## config.mk

```make
export PLATFORM = sky130hd
export DESIGN_NAME = serial_adder
export DESIGN_NICKNAME = d
export VERILOG_FILES = /design/src/rtl/serial_adder.sv
export SDC_FILE = /design/constraint.sdc
export NUM_CORES = 1
export LEC_CHECK = 0
export ABC_AREA = 1
export BUFFER_PORTS_ARGS = -buffer_cell sky130_fd_sc_hd__buf_4
export CORE_ASPECT_RATIO = 1.1
export CORE_MARGIN = 2
export CORE_UTILIZATION = 45
export CTS_BUF_LIST = sky130_fd_sc_hd__clkbuf_16
export DETAILED_ROUTE_END_ITERATION = 10
export PLACE_DENSITY = 0.7
export SLEW_MARGIN = 10
export SYNTH_ARGS = -nofsm -noshare
export SYNTH_HDL_FRONTEND = slang
export SYNTH_SLANG_ARGS = --single-unit
```

## constraint.sdc

```tcl
create_clock -name clk -period 1.41 [get_ports clk]
set_input_delay 0.141 -clock clk [delete_from_list [all_inputs] [get_ports clk]]
set_output_delay 0.141 -clock clk [all_outputs]
set_load 0.05 [all_outputs]
```

## src/rtl/serial_adder.sv

```systemverilog
// Bit-serial adder: LSB-first, one bit per clock through a two-half-adder full-add step.
// Define SERIAL_ADDER_OVERFLOW_EN to add a signed-overflow output held alongside sum.

module half_adder (
  input  logic a_i,
  input  logic b_i,
  output logic sum_o,
  output logic carry_o
);
  assign sum_o   = a_i ^ b_i;
  assign carry_o = a_i & b_i;
endmodule

module serial_adder #(
  parameter int unsigned WIDTH = 8
) (
  input  logic             clk,
  input  logic             rst,
  input  logic             start,
  input  logic [WIDTH-1:0] a,
  input  logic [WIDTH-1:0] b,
  output logic             busy,
  output logic             done,
  output logic [WIDTH-1:0] sum,
  output logic             carry_out
`ifdef SERIAL_ADDER_OVERFLOW_EN
  ,
  output logic             overflow
`endif
);
  localparam int unsigned CW = $clog2(WIDTH) + 1;

  typedef enum logic [1:0] {S_IDLE, S_SHIFT, S_DONE} state_t;

  state_t           state_q, state_d;
  logic [WIDTH-1:0] a_q, a_d, b_q, b_d;
  logic [WIDTH-1:0] sum_q, sum_d;
  logic [WIDTH-2:0] part_q, part_d;
  logic [WIDTH-1:0] part_ext;
  logic [CW-1:0]    cnt_q, cnt_d;
  logic             carry_q, carry_d;
  logic             cout_q, cout_d;
  logic             ha1_s, ha1_c, bit_s, ha2_c, carry_nx;
`ifdef SERIAL_ADDER_OVERFLOW_EN
  logic             ovf_q, ovf_d;
`endif

  half_adder u_ha1 (.a_i(a_q[0]), .b_i(b_q[0]),   .sum_o(ha1_s), .carry_o(ha1_c));
  half_adder u_ha2 (.a_i(ha1_s),  .b_i(carry_q),  .sum_o(bit_s), .carry_o(ha2_c));

  assign carry_nx = ha1_c | ha2_c;
  // Partial result collects bits 0..WIDTH-2; the final step appends the MSB on top.
  assign part_ext = {bit_s, part_q};

  always_ff @(posedge clk or posedge rst) begin
    if (rst) begin
      state_q <= S_IDLE;
      a_q     <= '0;
      b_q     <= '0;
      sum_q   <= '0;
      part_q  <= '0;
      cnt_q   <= '0;
      carry_q <= 1'b0;
      cout_q  <= 1'b0;
`ifdef SERIAL_ADDER_OVERFLOW_EN
      ovf_q   <= 1'b0;
`endif
    end else begin
      state_q <= state_d;
      a_q     <= a_d;
      b_q     <= b_d;
      sum_q   <= sum_d;
      part_q  <= part_d;
      cnt_q   <= cnt_d;
      carry_q <= carry_d;
      cout_q  <= cout_d;
`ifdef SERIAL_ADDER_OVERFLOW_EN
      ovf_q   <= ovf_d;
`endif
    end
  end

  always_comb begin
    state_d = state_q;
    a_d     = a_q;
    b_d     = b_q;
    sum_d   = sum_q;
    part_d  = part_q;
    cnt_d   = cnt_q;
    carry_d = carry_q;
    cout_d  = cout_q;
`ifdef SERIAL_ADDER_OVERFLOW_EN
    ovf_d   = ovf_q;
`endif
    case (state_q)
      S_IDLE, S_DONE: begin
        if (start) begin
          state_d = S_SHIFT;
          a_d     = a;
          b_d     = b;
          part_d  = '0;
          cnt_d   = '0;
          carry_d = 1'b0;
        end else begin
          state_d = S_IDLE;
        end
      end
      S_SHIFT: begin
        a_d     = a_q >> 1;
        b_d     = b_q >> 1;
        part_d  = part_ext[WIDTH-1:1];
        carry_d = carry_nx;
        cnt_d   = cnt_q + CW'(1);
        // Visible results update only on the last bit step so they hold through the next add.
        if (cnt_q == CW'(WIDTH - 1)) begin
          state_d = S_DONE;
          sum_d   = part_ext;
          cout_d  = carry_nx;
`ifdef SERIAL_ADDER_OVERFLOW_EN
          ovf_d   = carry_q ^ carry_nx;
`endif
        end
      end
      default: state_d = S_IDLE;
    endcase
  end

  assign busy      = (state_q == S_SHIFT);
  assign done      = (state_q == S_DONE);
  assign sum       = sum_q;
  assign carry_out = cout_q;
`ifdef SERIAL_ADDER_OVERFLOW_EN
  assign overflow  = ovf_q;
`endif

endmodule

```

==> results of run 1 <==
-- worst reg2reg max path: stages (launching register included) --
cell	delay (ns)
dfrtp_1	0.40
buf_4	0.16
nand2_2	0.07
nand2_2	0.12
inv_2	0.30
nand2_1	0.10
nand2_1	0.08
-- power by group through the flow --
stage | sequential [W] | clock [W] | combinational [W]
2_1_floorplan | 0.00230 | 0 | 0.00130
3_3_place_gp | 0.00193 | 0 | 0.00220
3_5_place_dp | 0.00194 | 0 | 0.00224
4_1_cts | 0.00192 | 0.00126 | 0.00229
5_1_grt | 0.00198 | 0.00131 | 0.00264
6_report | 0.00191 | 0.00124 | 0.00235
-- per-stage QoR --
stage                     std cells  cell area, um2  hold slack, ns
after global placement          293            2000           0.297
final                           306            2210          0.0724
after detailed placement        293            2000           0.295
after floorplan                 214            1720           0.258
after global routing            306            2210          0.0874
after CTS                       303            2190          0.0757
-- final timing paths --
check / from / end
max in group asynchronous: rst / sum[6]
min: b[7] / b_q[7]
min in group asynchronous: rst / sum[0]
min reg2reg: part_q[4] / sum[4]
max reg2reg: state_q[0] / a_q[6]
max: state_q[0] / busy
-- cells by family (layout without fill, tap and decap cells) --
family                   count (synthesis)  after routing  synth area share (%)
AND/OR/NAND/NOR                        132            132                  30.4
adder cells (fa/ha/maj)                  2              2                  1.89
flip-flops                              39             39                  56.6
buffers and inverters                   32             74                  8.06
AO/OA/AOI/OAI                            9              9                  3.05
-- cells in the final DEF (no fill, tap or decap) --
cell / Yosys / layout
a21oi_1: 1 / 1
buf_4: 0 / 38
bufinv_16: 0 / 1
clkbuf_16: 0 / 5
clkinv_1: 0 / 1
clkinv_2: 0 / 1
dfrtp_1: 39 / 39
dlygate4sd3_1: 0 / 1
fa_1: 1 / 1
ha_1: 1 / 1
inv_1: 25 / 25
inv_2: 2 / 2
nand2_1: 118 / 117
nand2_2: 2 / 3
nand3_1: 4 / 4
nand4_1: 1 / 1
nor2_1: 3 / 3
nor2_2: 2 / 1
nor2_4: 1 / 2
o21ai_0: 2 / 2
o22ai_1: 6 / 6
or2_2: 1 / 1
-- Yosys cell counts (all sizes together) --
library cell,count,area [um2]
nand3,4,20.0
o21ai,2,10.0
or2,1,6.26
buf,5,37.5
nor2,6,35.0
a21oi,1,5.00
dfrtp,39,976
nand2,120,455
o22ai,6,37.5
nand4,1,6.26
fa,1,20.0
ha,1,12.5
inv,27,101
-- cell type report --
type	count	area, um2	share of cell area, %
clock inverters	3	38.8	1.75
well taps	50	62.6	2.82
flip-flops and latches	39	976	44.1
clock buffers	5	125	5.65
multi-input cells	143	616	27.8
repair buffers	39	295	13.3
inverters	27	101	4.58
-- flip-flops by register name (all words and copies together), names as in the netlist --
name       flops
a_q            8
sum            8
state_q        2
carry_q        1
cnt_q          4
part_q         7
carry_out      1
b_q            8
-- what timing repair did --
action | CTS | global route
hold buffers | 1 | 0
resized for setup | 1 | 1
pin swaps | 0 | 1
hold endpoints to repair | 25 | 0
setup endpoints to repair | 1 | 10
buffers inserted | 1 | 3
-- per-layer routing --
| metal | vias to the layer above | routed length (um) | GRT usage [%] | part of all wire, % |
|---|---|---|---|---|
| met1 | 605 | 1450 | 19.2 | 47 |
| li1 | 718 | - | - | - |
| met3 | 5 | 127 | 5.03 | 4.1 |
| met5 | - | 0 | 0 | 0 |
| met2 | 26 | 1430 | 29.4 | 47 |
| met4 | 0 | 60 | 8.61 | 2.0 |
==> summary.md, run 1 <==
| Metric | Value |
|---|---|
| Outcome | complete, no violations |
| Hpwl dp | roughly 2100 um |
| PwrDens | approximately 2500 nW/um2 |
| Die Area | approximately 4300 um2 |
| Starting density of the core | between 40 and 50% |
| Internal power | 0.00329 W |
| Setup Slack @ Placement | 0.0927 ns |
| Diodes inserted | 0 |
| CORE AREA | around 3700 um2 |
| Mapped Nets | between 200 and 250 |
| Startpoint Class | flop |
| DR iter-0 viols | 53 |
| Ys Warns | 0 |
| Final setup fails | 0 |
| Period utilization | 93.8% |
| Die H | 68.9 um |
| Fillcell total | about 350 |
| First-pass DRT Iterations | 4 |
| RePlAce Congestion | ~0.76 |
| Die Span X | approximately 63 um |
| Layout cell share with drive strength beyond 1 | between 20% and 30% |
| Final ANT Viol Nets | 0 |
| Post-Route WL | 3070 um |
| FF+latch count, synth | 39 |
| I/O pins | 30 |
| Via density | between 4 and 5 |
| Max Slew Vio Count | 0 |
| Max Buffers Root-to-Sink | 2 |
| Post-synthesis cell count | about 210 |
| DRC Markers | 0 |
| Cell depth of the worst flop-to-flop path | 6 |
| CTS Buf Count | 5 |
| F_max | around 760 MHz |
| P_leak | around 1.2 nW |
| Switching power | around 0.0022 W |
| Crit Path Max Fanout | 4 |
| Final Total Pwr | approximately 0.0055 W |
| Sw Share | between 40 and 50% |
| Syn_area_per_cell | 8.05 um2 |
| Crit end category | primary output |
| Crit path cell chain | inv_2 > nor2_4 > buf_4 > buf_4 |
| Register area share after synthesis | 56.6% |
| Vias in the first global route | ~1300 |
| CP arrival | between 1 and 1.5 ns |
| Via count | ~1400 |
| Critical path required time | between 1 and 1.5 ns |
| Maximum vdd drop | about 0.0012 V |
| Sequential power share | about a third |
| CP peak stage delay | ~0.37 ns |
| Slew headroom | about two thirds |
| Slew @ Worst Pin | around 0.5 ns |
| Antenna violations before repair | 0 |
| Final core utilization | 60.6% |
| CP delay by family, top | buffers and inverters |
| HP Class | in -> reg |
| Cell depth of the worst hold path | 3 |
| Final hold vios | 0 |
| Avg WL per Cell | 10.0 um |
| Worst Path Buf+Inv | 3 |
| Reg2Reg Setup Slack | around 0.12 ns |
| GRT Total Usage | between 10% and 20% |
| Critical Path Stages | 4 |
| Largest net degree at the start of global routing | 40 |
| Total clock sinks | 39 |
| Logic pwr share | ~43% |
| CTS HTree Levels | 2 |
| Row count | 23 |
| Max-cap violation count | 0 |
| Worst path slowest cell | dfrtp_1 |
| Post-Syn Area | 1720 um2 |
| Clock Latency Late Sink | 0.28 ns |
| Power share of the clock group | between 20% and 30% |
| Fin crit period | 1.32 ns |
| Number of port buffers | 29 |
| Cell mode on critical path | buf_4 |
| Gr ovfl total | 0 |
| First-pass GRT wire length | between 5000 and 6000 um |
| Area growth, synth to finish | 28.5% |
| Crit path kind | reg -> out |
| Final worst setup slack | 0.0870 ns |
| Setup_tns | 0 ns |
| Unique masters post-synth | 18 |
| Layout Nets | between 200 and 300 |
| Clk root buf | clkbuf_16 |
| Reg clk slew, reported paths | 0.06 ns |
| Setup Skew | 0.00435 ns |
| CTS tree | built |
| RSZ-0062 raised after global routing | no |
(Power assumes the default switching activity.)
==> inputs of run 2 (changes only) <==
ABC_AREA = default   (was 1)
CORE_UTILIZATION = 35   (was 45)
PLACE_DENSITY = 0.59   (was 0.7)
==> summary.md, run 2 <==
| Metric | Value |
|---|---|
| Ys Warns | 0 (unchanged) |
| Post-synth top cells | dfrtp_1, a22o_1, a21o_1 |
| Total clock sinks | 39 (unchanged) |
| Die Area | 5130 um2 (+18%) |
| Max-cap violation count | 0 (unchanged) |
| Row count | 25 (+8.7%) |
| Starting density of the core | 36.8% (-10 points) |
| CTS tree | built |
| Die Span X | 68.5 um (+8.7%) |
| Startpoint Class | flop |
| Post-synth top area share | 60.9% (+4.3 points) |
| Max Buffers Root-to-Sink | 2 (unchanged) |
| CORE AREA | 4350 um2 (+19%) |
| RePlAce Congestion | 0.665 (-12%) |
| Unique masters post-synth | 19 (+1) |
| Top FF cell, synth | dfrtp_1 |
| Commonest non-fill, non-tap cell in the layout | dfrtp_1 |
| Layout Nets | 176 (-36%) |
| Post-Syn Area | 1600 um2 (-7.0%) |
| Antenna violations before repair | 0 (unchanged) |
| Reg2Reg Setup Slack | -0.08 ns (-0.20 ns) |
| Cell depth of the worst hold path | 2 (-1) |
| Final Total Pwr | 0.00528 W (-4.1%) |
| Syn_area_per_cell | 14.0 um2 (+74%) |
| RSZ-0062 raised after global routing | yes |
| CP arrival | 1.64 ns (+0.46 ns) |
| Post-synthesis async set-or-reset flop share | 100% (unchanged) |
| Failing checks | setup timing |
| Vias in the first global route | 1136 (-14%) |
| Most numerous cell in the Yosys netlist | dfrtp_1 |
| Fin crit period | 1.49 ns (+0.165 ns) |
| Placed cell areas | 1920 um2 (-4.2%) |
| Top post-synthesis cells by area | dfrtp_1, a22o_1, a21o_1 |
| Post-synthesis cell count | 114 (-47%) |
| Hpwl dp | 2050 um (-1.1%) |
| P_leak | 1.13 nW (-9.0%) |
| DRC Markers | 0 (unchanged) |
| First-pass DRT Iterations | 4 (unchanged) |
| Number of port buffers | 29 (unchanged) |
| Critical path required time | 1.56 ns (+0.29 ns) |
| CTS HTree Levels | 2 (unchanged) |
| Cell depth of the worst flop-to-flop path | 4 (-2) |
| WL met3 | 172 um (+35%) |
| Via density | 5.08 (+15%) |
| Diodes inserted | 0 (unchanged) |
| Avg WL per Cell | 15.0 um (+50%) |
| FF+latch count, synth | 39 (unchanged) |
| Yosys top cell by area | dfrtp_1 |
| First-pass GRT wire length | 5140 um (-8.0%) |
| F_max | 672 MHz (-11%) |
| Crit path kind | reg -> reg |
| PwrDens | 2460 nW/um2 (-0.86%) |
| Final ANT Viol Nets | 0 (unchanged) |
| Uppermost layer routed | met4 |
| Final setup fails | 10 (+10) |
| Mapped Nets | 135 (-43%) |
| DR iter-0 viols | 59 (+11%) |
| Crit Path Max Fanout | 5 (+1) |
| Period utilization | 106% (+12 points) |
| Maximum vdd drop | 0.000974 V (-21%) |
| Setup Skew | 0.00639 ns (+0.00204 ns) |
| Clock Latency Late Sink | 0.27 ns (about the same) |
| Most frequent cells in the layout | dfrtp_1, buf_4, a22o_1 |
| Gr ovfl total | 0 (unchanged) |
| Die H | 74.9 um (+8.8%) |
| Slew @ Worst Pin | 0.612 ns (+0.125 ns) |
| Area growth, synth to finish | 33.7% |
| Post-synth EDFFs | 0 (unchanged) |
| Post-Route WL | 3160 um (+2.9%) |
| Outcome | complete, but fails checks |
| GRT Total Usage | 13.8% (-3.1 points) |
| Final hold vios | 0 (unchanged) |
| I/O pins | 30 (unchanged) |
| Via count | 1067 (-21%) |
| HP Class | in -> reg |
| Register area share after synthesis | 60.9% (+4.3 points) |
| CTS Buf Count | 5 (unchanged) |
| WL met1 | 1390 um (-4.2%) |
| Layout cell share with drive strength beyond 1 | 39.7% (+19 points) |
| Largest net degree at the start of global routing | 40 (unchanged) |
| Reg clk slew, reported paths | 0.05 ns (about the same) |
| Crit end category | flop |
| Final worst setup slack | -0.0783 ns (-0.165 ns) |
| Slew headroom | 59.1% (-8.4 points) |
| Met2 wire len | 1570 um (+9.8%) |
| Max Slew Vio Count | 0 (unchanged) |
| Clk root buf | clkbuf_16 |
| Finished Cell Area | 2140 um2 (-3.3%) |
run 2: changes by cell type after synthesis, moves of 3 or more:
cell,change
nor2b_1,+3
inv_1,-24
o22ai_1,-6
a21o_1,+14
nand3_1,-4
nand2_1,-115
mux2_1,+9
nor2_1,-3
a22o_1,+26
buf_2,+4
run 2: metal layers:
layer  track usage [%]  up-vias
met5                 0        -
met4              4.67        0
met3              4.48        4
met2              23.5       27
met1              16.4      534
li1                  -      502
run 2: power breakdown:
| group | internal (W) | switching, W |
|---|---|---|
| Clock | 0.000638 | 0.000394 |
| Sequential | 0.00161 | 0.000313 |
| Combinational | 0.00115 | 0.00118 |
run 2: layout make-up:
type	count	area, um2
fill	398	2210
sequential	39	976
multi-input combinational	66	628
timing repair buffer	42	329
clock buffer	5	125
tap	54	67.6
clock inverter	3	12.5
inverter	1	3.75
run 2: path summary, 6_finish.rpt:
kind                            startpoint          to
worst min register to register      b_q[2]      b_q[2]
worst min-delay path                  b[7]      b_q[7]
max in group asynchronous              rst  state_q[0]
min in group asynchronous              rst      sum[1]
worst max-delay path            state_q[1]      sum[4]
worst max register to register  state_q[1]      sum[4]
run 2: kinds of logic after synthesis:
group | after synthesis | share of synthesized area (%)
flops | 39 | 60.9
buf+inv | 9 | 2.89
mux | 12 | 8.28
compound gates | 41 | 21.1
fa+ha+maj | 2 | 2.03
simple gates | 11 | 4.77
run 2: critical path: stages (launching register included):
cell     delay (ns)
dfrtp_1        0.37
and2b_4        0.28
nor3b_4        0.25
buf_6          0.18
mux2_4         0.30
run 2: stage by stage:
stage	setup TNS [ns]	worst slack [ns]	utilization [%]	hold slack, ns	cells
2_1_floorplan	0	0.0403	-	0.274	114
3_3_place_gp	-0.0736	-0.00953	44.1	0.289	199
3_5_place_dp	-0.673	-0.0845	44.1	0.293	199
4_1_cts	-0.681	-0.0830	47.8	0.0898	208
5_1_grt	-2.12	-0.125	49.3	0.0967	210
6_report	-0.718	-0.0783	49.3	0.0959	210
run 2: timing repair:
item | in CTS | in global routing
pin swaps | 0 | 16
setup buffers | 0 | 1
resized for setup | 3 | 15
hold buffers | 1 | 0
endpoints found under the hold margin | 10 | 0
gates cloned | 0 | 1
endpoints found under the setup margin | 11 | 36
==> inputs of run 3 (changes only) <==
CORE_MARGIN = 3   (was 2)
==> summary.md, run 3 (synthesized netlist as in run 2, its figures left out) <==
| Metric | Value |
|---|---|
| Met3 Usage GRT | 4.98% (+0.50 points) |
| Critical path required time | 1.57 ns (about the same) |
| Number of port buffers | 29 (unchanged) |
| Via density | 5.15 (+1.4%) |
| F_max | 685 MHz (+2.0%) |
| Period utilization | 104% (-2.0 points) |
| Crit end category | flop |
| I/O pins | 30 (unchanged) |
| Row count | 25 (unchanged) |
| Met2 usage | 19.9% (-3.7 points) |
| Post-Route WL | 3150 um (-0.22%) |
| Final core utilization | 50.4% (+1.2 points) |
| Avg WL per Cell | 14.9 um (-0.69%) |
| Final setup fails | 10 (unchanged) |
| CTS Buf Count | 5 (unchanged) |
| Slew @ Worst Pin | 0.487 ns (-0.125 ns) |
| RePlAce Congestion | 0.760 (+14%) |
| Setup Skew | 0.00365 ns (-0.00274 ns) |
| Setup_tns | -0.377 ns (+0.341 ns) |
| CP delay by family, top | simple AND/OR/NAND/NOR gates |
| Slew headroom | 67.6% (+8.5 points) |
| Die Span X | 70.5 um (+2.9%) |
| Most frequent cells in the layout | dfrtp_1, buf_4, a22o_1 |
| Max-cap violation count | 0 (unchanged) |
| Worst path slowest cell | dfrtp_1 |
| Finished Cell Area | 2190 um2 (+2.4%) |
| Vias in the first global route | 1103 (-2.9%) |
| Hpwl dp | 2030 um (-0.59%) |
| Crit Path Max Fanout | 5 (unchanged) |
| Crit path kind | reg -> reg |
| HP Class | in -> reg |
| CP Launch Point | state_q[1] |
| CTS tree | built |
| FF-to-FF Start | state_q[1] |
| Reg-to-reg endpoint | sum[0] |
| RSZ-0062 raised after global routing | yes |
| Final ANT Viol Nets | 0 (unchanged) |
| Layout cell share with drive strength beyond 1 | 40.8% (+1.0 points) |
| GRT busiest layer | met2 |
| Final hold vios | 0 (unchanged) |
| First-pass DRT Iterations | 3 (-1) |
| Final worst setup slack | -0.0497 ns (+0.0286 ns) |
| Reg clk slew, reported paths | 0.06 ns (about the same) |
| Total clock sinks | 39 (unchanged) |
| Starting density of the core | 36.8% (unchanged) |
| Cell depth of the worst flop-to-flop path | 4 (unchanged) |
| Fin crit period | 1.46 ns (-0.0286 ns) |
| Gr ovfl total | 0 (unchanged) |
| Met1 Usage GRT | 13.2% (-3.2 points) |
| Final Hold Slack | 0.0905 ns (-0.00539 ns) |
| CP arrival | 1.62 ns (-0.02 ns) |
| Worst Path Buf+Inv | 1 (unchanged) |
| Placed cell areas | 1930 um2 (+0.65%) |
| DR iter-0 viols | 41 (-31%) |
| Via count | 1087 (+1.9%) |
| Diodes inserted | 0 (unchanged) |
| Max Buffers Root-to-Sink | 2 (unchanged) |
| Crit path cell chain | and2b_4 > nor3b_4 > buf_6 > mux2_4 |
| Layout Nets | 177 (+0.57%) |
| Reg2Reg Setup Slack | -0.05 ns (+0.03 ns) |
| Clk root buf | clkbuf_16 |
| CP peak stage delay | 0.37 ns (about the same) |
| DRC Markers | 0 (unchanged) |
| Critical Path Stages | 4 (unchanged) |
| PwrDens | 2530 nW/um2 (+2.8%) |
| Maximum vdd drop | 0.000899 V (-7.7%) |
| Area growth, synth to finish | 37.0% |
| Max Slew Vio Count | 0 (unchanged) |
| Failing checks | setup timing |
| Outcome | complete, but fails checks |
| Commonest non-fill, non-tap cell in the layout | dfrtp_1 |
| Largest net degree at the start of global routing | 40 (unchanged) |
| GRT Total Usage | 11.8% (-2.0 points) |
| P_leak | 1.15 nW (+1.3%) |
| CTS HTree Levels | 2 (unchanged) |
| CORE AREA | 4350 um2 (unchanged) |
| Startpoint Class | flop |
| Die Area | 5420 um2 (+5.7%) |
| Clock Latency Late Sink | 0.28 ns (about the same) |
| Die H | 76.9 um (+2.7%) |
| Antenna violations before repair | 0 (unchanged) |
| First-pass GRT wire length | 5000 um (-2.8%) |
| Worst Setup EP | sum[0] |
| Fillcell total | 393 (-1.3%) |
## run 3: how the worst min path moves through the flow
stage | startpoint | to | slack, ns | depth (start not counted)
after floorplan | start | state_q[0] | 0.27 | 2
after global placement | rst | carry_out | 0.28 | 3
after detailed placement | rst | a_q[1] | 0.29 | 3
after CTS | b[7] | b_q[7] | 0.09 | 2
after global routing | b[7] | b_q[7] | 0.09 | 2
final | b[7] | b_q[7] | 0.09 | 2
## run 3: layer usage
metal | routed length [um] | up-vias
met4 | 46 | 0
met5 | 0 | -
met2 | 1580 | 30
li1 | - | 507
met1 | 1320 | 545
met3 | 206 | 5
## run 3: report_power, final
part	leakage, nW	switching [W]	internal, W
Clock	0.0812	0.000404	0.000823
Combinational	0.568	0.00116	0.00123
Sequential	0.499	0.000330	0.00161
## run 3: through the flow
stage / power, W / setup slack, ns / instances
finish: 0.00555 / -0.0497 / 211
detailed placement: 0.00413 / -0.0356 / 199
CTS: 0.00545 / -0.0277 / 208
global placement: 0.00405 / -0.00187 / 199
floorplan: 0.00345 / 0.0403 / 114
global route: 0.00589 / -0.0936 / 211
## run 3: area by class of cell
cell class              count  area, um2  area share (%)
flip-flops and latches     39        976            44.5
multi-input cells          66        624            28.5
repair buffers             43        358            16.3
clock buffers               5        125            5.70
well taps                  54       67.6            3.08
clock inverters             3       38.8            1.77
inverters                   1       3.75           0.171
## run 3: repair_timing
action                                 in CTS  in global routing
setup endpoints to repair                  10                 12
gates cloned                                0                  1
buffers inserted                            0                  2
endpoints found under the hold margin      35                  0
hold buffers                                1                  0
gates resized for setup                     5                 14
pin swaps                                   0                  1
